==> src/rtl/uart_mmio_if.sv <==
// Data-RAM-style bus between the core (master) and the console peripheral (slave).
interface uart_mmio_if;
  logic [63:0] bus_addr;
  logic        bus_r_ena;
  logic        bus_w_ena;
  logic [63:0] bus_w_mask;
  logic [63:0] bus_w_data;
  logic [63:0] bus_r_data;
  logic        bus_sel;

  modport master (
    output bus_addr, bus_r_ena, bus_w_ena, bus_w_mask, bus_w_data,
    input  bus_r_data, bus_sel
  );
  modport slave (
    input  bus_addr, bus_r_ena, bus_w_ena, bus_w_mask, bus_w_data,
    output bus_r_data, bus_sel
  );
endinterface

==> src/rtl/uart_mmio.sv <==
// Memory-mapped console UART: paced TX FIFO and polled RX buffer behind an 8-byte window.
// Optional UART_LOOPBACK_EN routes drained TX bytes into RX and silences the external channel.
module uart_mmio #(
  parameter logic [63:0] BASE_ADDR = 64'h0000_0000_1000_0000,
  parameter int          TX_DEPTH  = 8,
  parameter int          RX_DEPTH  = 4,
  parameter int          TX_DIV    = 4,
  parameter int          RX_POLL   = 16
) (
  input  logic       clk,
  input  logic       reset,
  uart_mmio_if.slave bus,
  output logic       uart_out_valid,
  output logic [7:0] uart_out_ch,
  output logic       uart_in_valid,
  input  logic [7:0] uart_in_ch
);
  localparam int TAW = $clog2(TX_DEPTH);
  localparam int RAW = $clog2(RX_DEPTH);
  localparam int TCW = (TX_DIV  > 1) ? $clog2(TX_DIV)  : 1;
  localparam int RCW = (RX_POLL > 1) ? $clog2(RX_POLL) : 1;
  localparam logic [TCW-1:0] TX_LOAD = TCW'(TX_DIV - 1);
  localparam logic [RCW-1:0] RX_LOAD = RCW'(RX_POLL - 1);

  logic [7:0]     tx_mem [TX_DEPTH];
  logic [7:0]     rx_mem [RX_DEPTH];
  logic [TAW:0]   tx_wp, tx_rp;
  logic [RAW:0]   rx_wp, rx_rp;
  logic [TCW-1:0] tx_cnt;
  logic [RCW-1:0] rx_cnt;
  logic           ovf;

  logic       tx_empty, tx_full, rx_empty, rx_full;
  logic       rd, wr, tx_pop, tx_push, ovf_set, rx_pop, rx_push;
  logic [7:0] rx_push_ch, rbr, lsr;
  logic       unused_bits;

  // Extra pointer MSB distinguishes full from empty when the index bits match.
  assign tx_empty = tx_wp == tx_rp;
  assign tx_full  = (tx_wp[TAW] != tx_rp[TAW]) && (tx_wp[TAW-1:0] == tx_rp[TAW-1:0]);
  assign rx_empty = rx_wp == rx_rp;
  assign rx_full  = (rx_wp[RAW] != rx_rp[RAW]) && (rx_wp[RAW-1:0] == rx_rp[RAW-1:0]);

  assign bus.bus_sel = bus.bus_addr[63:3] == BASE_ADDR[63:3];
  assign rd = bus.bus_sel && bus.bus_r_ena;
  assign wr = bus.bus_sel && bus.bus_w_ena && (bus.bus_addr[2:0] == 3'd0) &&
              (bus.bus_w_mask[7:0] == 8'hFF);

`ifdef UART_LOOPBACK_EN
  // Drain stalls at count zero until RX has room.
  assign tx_pop        = !tx_empty && (tx_cnt == '0) && !rx_full;
  assign uart_in_valid = 1'b0;
  assign rx_push       = tx_pop;
  assign rx_push_ch    = tx_mem[tx_rp[TAW-1:0]];
  assign unused_bits   = ^{bus.bus_w_mask[63:8], bus.bus_w_data[63:8], uart_in_ch};
`else
  assign tx_pop        = !tx_empty && (tx_cnt == '0);
  assign uart_in_valid = (rx_cnt == '0) && !rx_full;
  assign rx_push       = uart_in_valid && (uart_in_ch != 8'hFF);
  assign rx_push_ch    = uart_in_ch;
  assign unused_bits   = ^{bus.bus_w_mask[63:8], bus.bus_w_data[63:8]};
`endif

  // A drain pop frees a slot in the same edge, so a push into a full FIFO still lands.
  assign tx_push = wr && (!tx_full || tx_pop);
  assign ovf_set = wr && tx_full && !tx_pop;
  assign rx_pop  = rd && !rx_empty;

  assign rbr = rx_empty ? 8'd0 : rx_mem[rx_rp[RAW-1:0]];
  assign lsr = {1'b0, tx_empty && !uart_out_valid, !tx_full, 3'b000, ovf, !rx_empty};
  assign bus.bus_r_data = rd ? {16'd0, lsr, 32'd0, rbr} : 64'd0;

  always_ff @(posedge clk) begin
    if (tx_push) tx_mem[tx_wp[TAW-1:0]] <= bus.bus_w_data[7:0];
    if (rx_push) rx_mem[rx_wp[RAW-1:0]] <= rx_push_ch;
  end

  always_ff @(posedge clk) begin
    if (reset) begin
      tx_wp          <= '0;
      tx_rp          <= '0;
      rx_wp          <= '0;
      rx_rp          <= '0;
      tx_cnt         <= TX_LOAD;
      rx_cnt         <= RX_LOAD;
      ovf            <= 1'b0;
      uart_out_valid <= 1'b0;
      uart_out_ch    <= 8'd0;
    end else begin
      if (tx_push) tx_wp <= tx_wp + 1'b1;
      if (tx_pop)  tx_rp <= tx_rp + 1'b1;
      if (rx_push) rx_wp <= rx_wp + 1'b1;
      if (rx_pop)  rx_rp <= rx_rp + 1'b1;

      if (tx_empty || tx_pop)  tx_cnt <= TX_LOAD;
      else if (tx_cnt != '0)   tx_cnt <= tx_cnt - 1'b1;

      rx_cnt <= (rx_cnt == '0) ? RX_LOAD : rx_cnt - 1'b1;
      // Every window read clears the sticky bit; a new overflow at the same edge wins.
      ovf    <= ovf_set || (ovf && !rd);

`ifdef UART_LOOPBACK_EN
      uart_out_valid <= 1'b0;
`else
      uart_out_valid <= tx_pop;
      if (tx_pop) uart_out_ch <= tx_mem[tx_rp[TAW-1:0]];
`endif
    end
  end
endmodule
==> src/flat_wrapper.sv <==
// flat-port wrapper written by rule: the top's interface ports become plain ports
module uart_mmio_flat 
#(
  parameter logic [63:0] BASE_ADDR = 64'h0000_0000_1000_0000,
  parameter int          TX_DEPTH  = 8,
  parameter int          RX_DEPTH  = 4,
  parameter int          TX_DIV    = 4,
  parameter int          RX_POLL   = 16
)
  (clk, reset, uart_out_valid, uart_out_ch, uart_in_valid, uart_in_ch, bus_bus_addr, bus_bus_r_ena, bus_bus_w_ena, bus_bus_w_mask, bus_bus_w_data, bus_bus_r_data, bus_bus_sel);
  uart_mmio_if bus_i ();
  input  logic clk;
  input  logic reset;
  output logic uart_out_valid;
  output logic [7:0] uart_out_ch;
  output logic uart_in_valid;
  input  logic [7:0] uart_in_ch;
  input wire logic [$bits(bus_i.bus_addr)-1:0] bus_bus_addr;
  input wire logic [$bits(bus_i.bus_r_ena)-1:0] bus_bus_r_ena;
  input wire logic [$bits(bus_i.bus_w_ena)-1:0] bus_bus_w_ena;
  input wire logic [$bits(bus_i.bus_w_mask)-1:0] bus_bus_w_mask;
  input wire logic [$bits(bus_i.bus_w_data)-1:0] bus_bus_w_data;
  output wire logic [$bits(bus_i.bus_r_data)-1:0] bus_bus_r_data;
  output wire logic [$bits(bus_i.bus_sel)-1:0] bus_bus_sel;
  assign bus_i.bus_addr = bus_bus_addr;
  assign bus_i.bus_r_ena = bus_bus_r_ena;
  assign bus_i.bus_w_ena = bus_bus_w_ena;
  assign bus_i.bus_w_mask = bus_bus_w_mask;
  assign bus_i.bus_w_data = bus_bus_w_data;
  assign bus_bus_r_data = bus_i.bus_r_data;
  assign bus_bus_sel = bus_i.bus_sel;
  uart_mmio #(.BASE_ADDR(BASE_ADDR), .TX_DEPTH(TX_DEPTH), .RX_DEPTH(RX_DEPTH), .TX_DIV(TX_DIV), .RX_POLL(RX_POLL)) u_core (.clk(clk), .reset(reset), .bus(bus_i), .uart_out_valid(uart_out_valid), .uart_out_ch(uart_out_ch), .uart_in_valid(uart_in_valid), .uart_in_ch(uart_in_ch));
endmodule
==> config.mk <==
export PLATFORM = sky130hd
export DESIGN_NAME = uart_mmio_flat
export DESIGN_NICKNAME = d
export VERILOG_FILES = /design/src/rtl/uart_mmio_if.sv /design/src/rtl/uart_mmio.sv /design/src/flat_wrapper.sv
export SDC_FILE = /design/constraint.sdc
export NUM_CORES = 1
export LEC_CHECK = 0
export ABC_AREA = 1
export CORE_ASPECT_RATIO = 1.2
export CORE_UTILIZATION = 43
export DETAILED_ROUTE_END_ITERATION = 10
export PLACE_DENSITY_LB_ADDON = 0.25
export SYNTH_ARGS = -nofsm -noshare
export SYNTH_HDL_FRONTEND = slang
export SYNTH_SLANG_ARGS = --single-unit
==> constraint.sdc <==
create_clock -name clk -period 2.6 [get_ports clk]
set_input_delay 0.26 -clock clk [delete_from_list [all_inputs] [get_ports clk]]
set_output_delay 0.26 -clock clk [all_outputs]
set_load 0.005 [all_outputs]
# Yosys cells after proc, flatten, opt, wreduce, memory -nomap -nowiden
# Memory sizes are Yosys's and may differ from the RTL's. A register that Yosys moved wholly into a read port is not among the register bits.
# Index checks and enable logic that the tools add are counted.
# Widths: inputs -> output; s select.
classes:
  add_sub_neg: 6
  n_mux: 8
  reduce_logical: 31
  order_cmp: 0
  n_div: 0
  bitwise: 0
  shifts: 0
  eq_ne: 9
  multipliers: 0
op_table:
  columns: ["op", "n"]
  rows:
  - ["$eq 61x26->1 const B", 1]
  - ["$mux 47", 1]
  - ["$logic_and 1x1->1", 15]
  - ["$add 4x1->4 const B", 2]
  - ["$eq 8x8->1 const B", 1]
  - ["$mux 8", 1]
  - ["$ne 8x8->1 const B", 1]
  - ["$logic_not 1->1", 7]
  - ["$add 3x1->3 const B", 2]
  - ["$eq 3x3->1", 2]
  - ["$eq 4x4->1", 1]
  - ["$logic_not 4->1", 1]
  - ["$mux 1", 4]
  - ["$mux 2", 2]
  - ["$reduce_or 2->1", 2]
  - ["$sub 4x1->4 const B", 1]
  - ["$logic_not 3->1", 1]
  - ["$logic_or 1x1->1", 3]
  - ["$eq 2x2->1", 1]
  - ["$logic_not 2->1", 1]
  - ["$ne 1x1->1", 2]
  - ["$reduce_bool 2->1", 1]
  - ["$sub 2x1->2 const B", 1]
word_totals:
  mem_bits_ro: 0
  word_cells: 64
  reg_bits: 22
  latchBits: 0
  output_inout_bits: 75
  ram_bits: 96
  memories: 2
memory_table:
  columns: ["memory", "words", "word_bits", "read_ports", "rd_ports_with_merged_regs", "write_ports", "line", "rtl"]
  rows:
  - ["u_core.tx_mem", 8, 8, 1, 1, 1, "uart_mmio.sv:25", "logic [7:0] tx_mem [TX_DEPTH];"]
  - ["u_core.rx_mem", 4, 8, 1, 1, 1, "uart_mmio.sv:26", "logic [7:0] rx_mem [RX_DEPTH];"]

# Longest topological paths before layout
depth:
  depth_word: 7
  mapped_depth: 11

# Least setup slack after synthesis
# Ideal clock, no wire load.
synth_path:
  kind: "register to register"
  start: "register u_core.tx_rp[0]"
  end: "memory u_core.tx_mem[7][0] (enable)"
  stages_incl_launch_ff: 8
  slack_ps: 640
  required_ps: 2215
  t_arrival_ps: 1575
  path_cell_list: "dfxtp_1 > buf_4 > xnor2_1 > nand3_2 > nor2_2 > nand2_2 > inv_4 > nor3b_1"
synth_between:
  elab_chain_len: 7
synth_lines:
  columns: ["element", "line", "rtl"]
  rows:
  - ["start: declaration", "uart_mmio.sv:27", "logic [TAW:0] tx_wp, tx_rp;"]
  - ["start signal: assignment", "uart_mmio.sv:91", "if (tx_pop) tx_rp <= tx_rp + 1'b1;"]
  - ["$eq 4x4->1 / $eq 3x3->1 (equally long branches)", "uart_mmio.sv:39, uart_mmio.sv:40", null]
  - ["$logic_not 1->1 / $logic_and 1x1->1 (equally long branches)", "uart_mmio.sv:57, uart_mmio.sv:40", null]
  - ["$logic_and 1x1->1 / $logic_not 1->1 (equally long branches)", "uart_mmio.sv:57, uart_mmio.sv:65", null]
  - ["$logic_or 1x1->1 *", "uart_mmio.sv:65", "assign tx_push = wr && (!tx_full || tx_pop);"]
  - ["$logic_and 1x1->1 *", "uart_mmio.sv:65", null]
  - ["$mux 1 *", "uart_mmio.sv:74", "if (tx_push) tx_mem[tx_wp[TAW-1:0]] <= bus.bus_w_data[7:0];"]
  - ["$mux 1 (implied by the code) *", "uart_mmio.sv:74", null]
  - ["end: declaration", "uart_mmio.sv:25", null]
# Every way passes the cells marked *; elsewhere a longest branch is shown, timed or not.

# Worst setup path in the final report
layout_path:
  start: "input port bus_bus_addr[44]"
  end: "output port bus_bus_r_data[40]"
layout_between:
  elab_chain_len: 3
layout_lines:
  columns: ["element", "line", "rtl"]
  rows:
  - ["start: declaration", "flat_wrapper.sv:18", "input wire logic [$bits(bus_i.bus_addr)-1:0] bus_bus_addr;"]
  - ["$eq 61x26->1", "uart_mmio.sv:44", "assign bus.bus_sel = bus.bus_addr[63:3] == BASE_ADDR[63:3];"]
  - ["$logic_and 1x1->1", "uart_mmio.sv:45", "assign rd = bus.bus_sel && bus.bus_r_ena;"]
  - ["$mux 47", "uart_mmio.sv:71", "assign bus.bus_r_data = rd ? {16'd0, lsr, 32'd0, rbr} : 64'd0;"]
  - ["end: declaration", "flat_wrapper.sv:23", "output wire logic [$bits(bus_i.bus_r_data)-1:0] bus_bus_r_data;"]
# Every way passes these cells.

==> metrics.txt <==
status complete, no violations; reg-to-reg endpoint u_core.rx_mem[3][0]; DRC 0; via count of the first global-routing pass 4896; power density cells 562 nW/um^2; Synth Flop Type edfxtp_1; TritonCTS Buffers 17; setup slack after layout 147 ps; unrepaired setup endpoints after global routing false; placer congestion estimate 0.824; Synth Cell Area 6370 sq um; Post-Layout Cell Count 1015; Final Hold Fails 0; Post-Synthesis Cells 678; nets 1040; WP buf/inv 5; clock share of power 47.2%; hold path start u_core.rx_cnt[0]; Placement Setup Slack -202 ps; I/O pins 279; Hold/Removal Path Class reg -> reg; element type at the critical path end output port; top cell family by delay on the critical path buffers and inverters; Min Hold Slack 399 ps; Slew Limit Fails 0; filler instances 1211; via count 4924; register area share after synthesis 55.3%; Routed WL 15000 microns; grt ovf 0; TritonCTS clock tree built; Internal 0.00368 W; H-Tree Depth 4; Layout area overhead 31.3%; synth warn 0; Post-Syn Area per Cell 9.40 sq um; Sequential Power Share 46.8%; # hold bufs at CTS 0; Synth Register Bits 128; Max Cap Viol 0; flop2flop setup slack 560 ps; routed len/inst 14.8 microns; Clock Tree Root clkbuf_16; CP Data Required Time 2340 ps; headroom to the max-slew limit 46.8%; placed cells 971; largest net degree at the start of global routing 37; first-pass GRT wire length 23500 microns; Ant. Diodes 0; core box area 14400 sq um; peak supply drop 612 uV; total power 0.00470 W; maximum fanout along the worst path 9; switching pwr 0.00102 W; cell at the slowest stage of the critical path clkdlybuf4s50_1; share of layout cells above drive strength 1 14.2%; 1st-iter DRT viols 228; dpl hpwl 10700 microns; drt pass-1 iters 4; # setup viols final 0; GR Util All Layers 20.3%; Combinational Power Share 6.0%; initial antenna violation count 0; Startpoint Class input pin; Post-synth ARST share 0%; reg2reg start u_core.rx_cnt[0]; fmax 408 MHz; die area 15300 sq um; die width 113 microns; sw frac 21.8%; dpl cell area 7630 sq um; Clk Latency, worst-skew pair 420 ps; clock skew 8.73 ps; worst reg2reg path depth 8; Clock Tree Buf Depth 2; worst hold path depth 1; clock-pin slew on the worst setup and hold paths 60 ps; post-synth cell types 44; chip height 135 microns; # rows 48; leading cell type in the layout, fill and taps excluded nor2_1; CP Data Arrival Time 2190 ps; min Tclk post-route 2450 ps; max incr delay on CP 490 ps; measured slew at the worst slew-check pin 797 ps; Hold EP u_core.rx_cnt[0]; kind of critical path in -> out; Port Buffers 114; most frequent cells in the layout nor2_1, clkdlybuf4s50_1, nand2_1, edfxtp_1, conb_1; Post-Layout Inst Area 8360 sq um; Initial Util 44.2%; Sink Count 128; Post-DRT Antenna Nets 0; CP cell instances clkdlybuf4s50_1 > nor2_1 > nand2_1 > nor2_1 > nand2_1 > nor2_4 > buf_4 > nand4_2 > buf_12 > clkinv_2 > clkdlybuf4s50_1; Leak Pwr 3.27 nW; Post-synth EDFFs 96; Vias/cell 4.85; Tcrit/Tclk final 94.4%
[Yosys cell counts, types with 3 or more instances]
library cell  number  share of area (%)
o21ai_1            5               0.39
clkbuf_1           8               0.47
nand4_1            5               0.49
xnor2_1            8                1.1
inv_1             30                1.8
nor3_1             4               0.31
o32ai_1            8                1.1
nand3_1            6               0.47
o22ai_1            8               0.79
edfxtp_1          96                 45
a31oi_1            8               0.79
nor2_4             3               0.53
dfxtp_1           32                 10
nor3_2             7                1.1
o21ai_0           41                3.2
or2_2              3               0.29
buf_4             57                6.7
nor2_2             6               0.59
nand2_1          103                6.1
mux2i_1            8                1.3
nor2_1           173                 10
a21oi_1           19                1.5
buf_2              7               0.55
ha_1               9                1.8
[flip-flops by register name, indices dropped and copies added, names as in the netlist, 3 cells and up, named ones only]
signal	count
u_core.tx_mem	64
u_core.rx_wp	3
u_core.tx_rp	4
u_core.tx_wp	4
u_core.uart_out_ch	8
u_core.rx_cnt	4
u_core.rx_rp	3
u_core.rx_mem	32
[layout make-up]
cell class	instances	area (sq um)	area share (%)
flip-flops and latches	128	3520	42.1
multi-input cells	493	2450	29.3
repair buffers	153	1470	17.6
clock buffers	17	425	5.09
well taps	175	219	2.62
clock inverters	15	136	1.63
inverters	34	131	1.57
[cells by family after synthesis]
kind of cell	share of synthesized area (%)
multiplexers	1.26
AO/OA/AOI/OAI	8.21
XOR/XNOR	1.24
buffers and inverters	10.0
flip-flops	55.3
adder cells (fa/ha/maj)	1.77
other	0.0589
AND/OR/NAND/NOR	22.1
[power groups by stage]
stage                     registers, W  clock network (W)  logic, W
final                          0.00220            0.00222  0.000281
after global routing           0.00220            0.00233  0.000309
after CTS                      0.00220            0.00225  0.000276
after detailed placement       0.00224                  0  0.000259
after global placement         0.00224                  0  0.000252
after floorplan                0.00224                  0  0.000126
[through the flow]
step                      setup TNS, ps  utilization, %
after floorplan                       0               -
after global placement             -185            52.9
after detailed placement           -202            52.9
after CTS                             0            57.7
after global routing                  0            58.0
final                                 0            58.0
[how the worst max path moves through the flow]
| stage | from | end | slack, ps | depth (start not counted) |
|---|---|---|---|---|
| floorplan | u_core.tx_rp[0] | u_core.tx_mem[7][0] | 640 | 7 |
| global route | bus_bus_addr[28] | bus_bus_r_data[40] | 20 | 12 |
| CTS | bus_bus_addr[45] | bus_bus_r_data[2] | 20 | 11 |
| finish | bus_bus_addr[44] | bus_bus_r_data[40] | 150 | 11 |
| global placement | bus_bus_addr[28] | bus_bus_r_data[46] | -190 | 13 |
| detailed placement | bus_bus_addr[50] | bus_bus_r_data[46] | -200 | 12 |
[routing by layer]
metal | GRT usage, % | vias up | routed length, microns
li1 | - | 2485 | -
met3 | 4.83 | 28 | 671
met2 | 38.5 | 137 | 8110
met5 | 0 | - | 0
met4 | 7.75 | 0 | 316
met1 | 21.7 | 2274 | 5880
[what timing repair did]
| action | 4_1_cts | 5_1_grt |
|---|---|---|
| setup endpoints to repair | 3 | 11 |
| pin swaps | 12 | 1 |
| resized for setup | 15 | 14 |
| buffers inserted | 12 | 1 |
[worst register-to-register path, delay by kind of cell, from the launching register on]
family	cells	cell delay (ps)
AO/OA/AOI/OAI	1	200
adder cells (fa/ha/maj)	1	140
buffers and inverters	3	340
flip-flops	1	310
AND/OR/NAND/NOR	3	760
(Power assumes the default switching activity.)
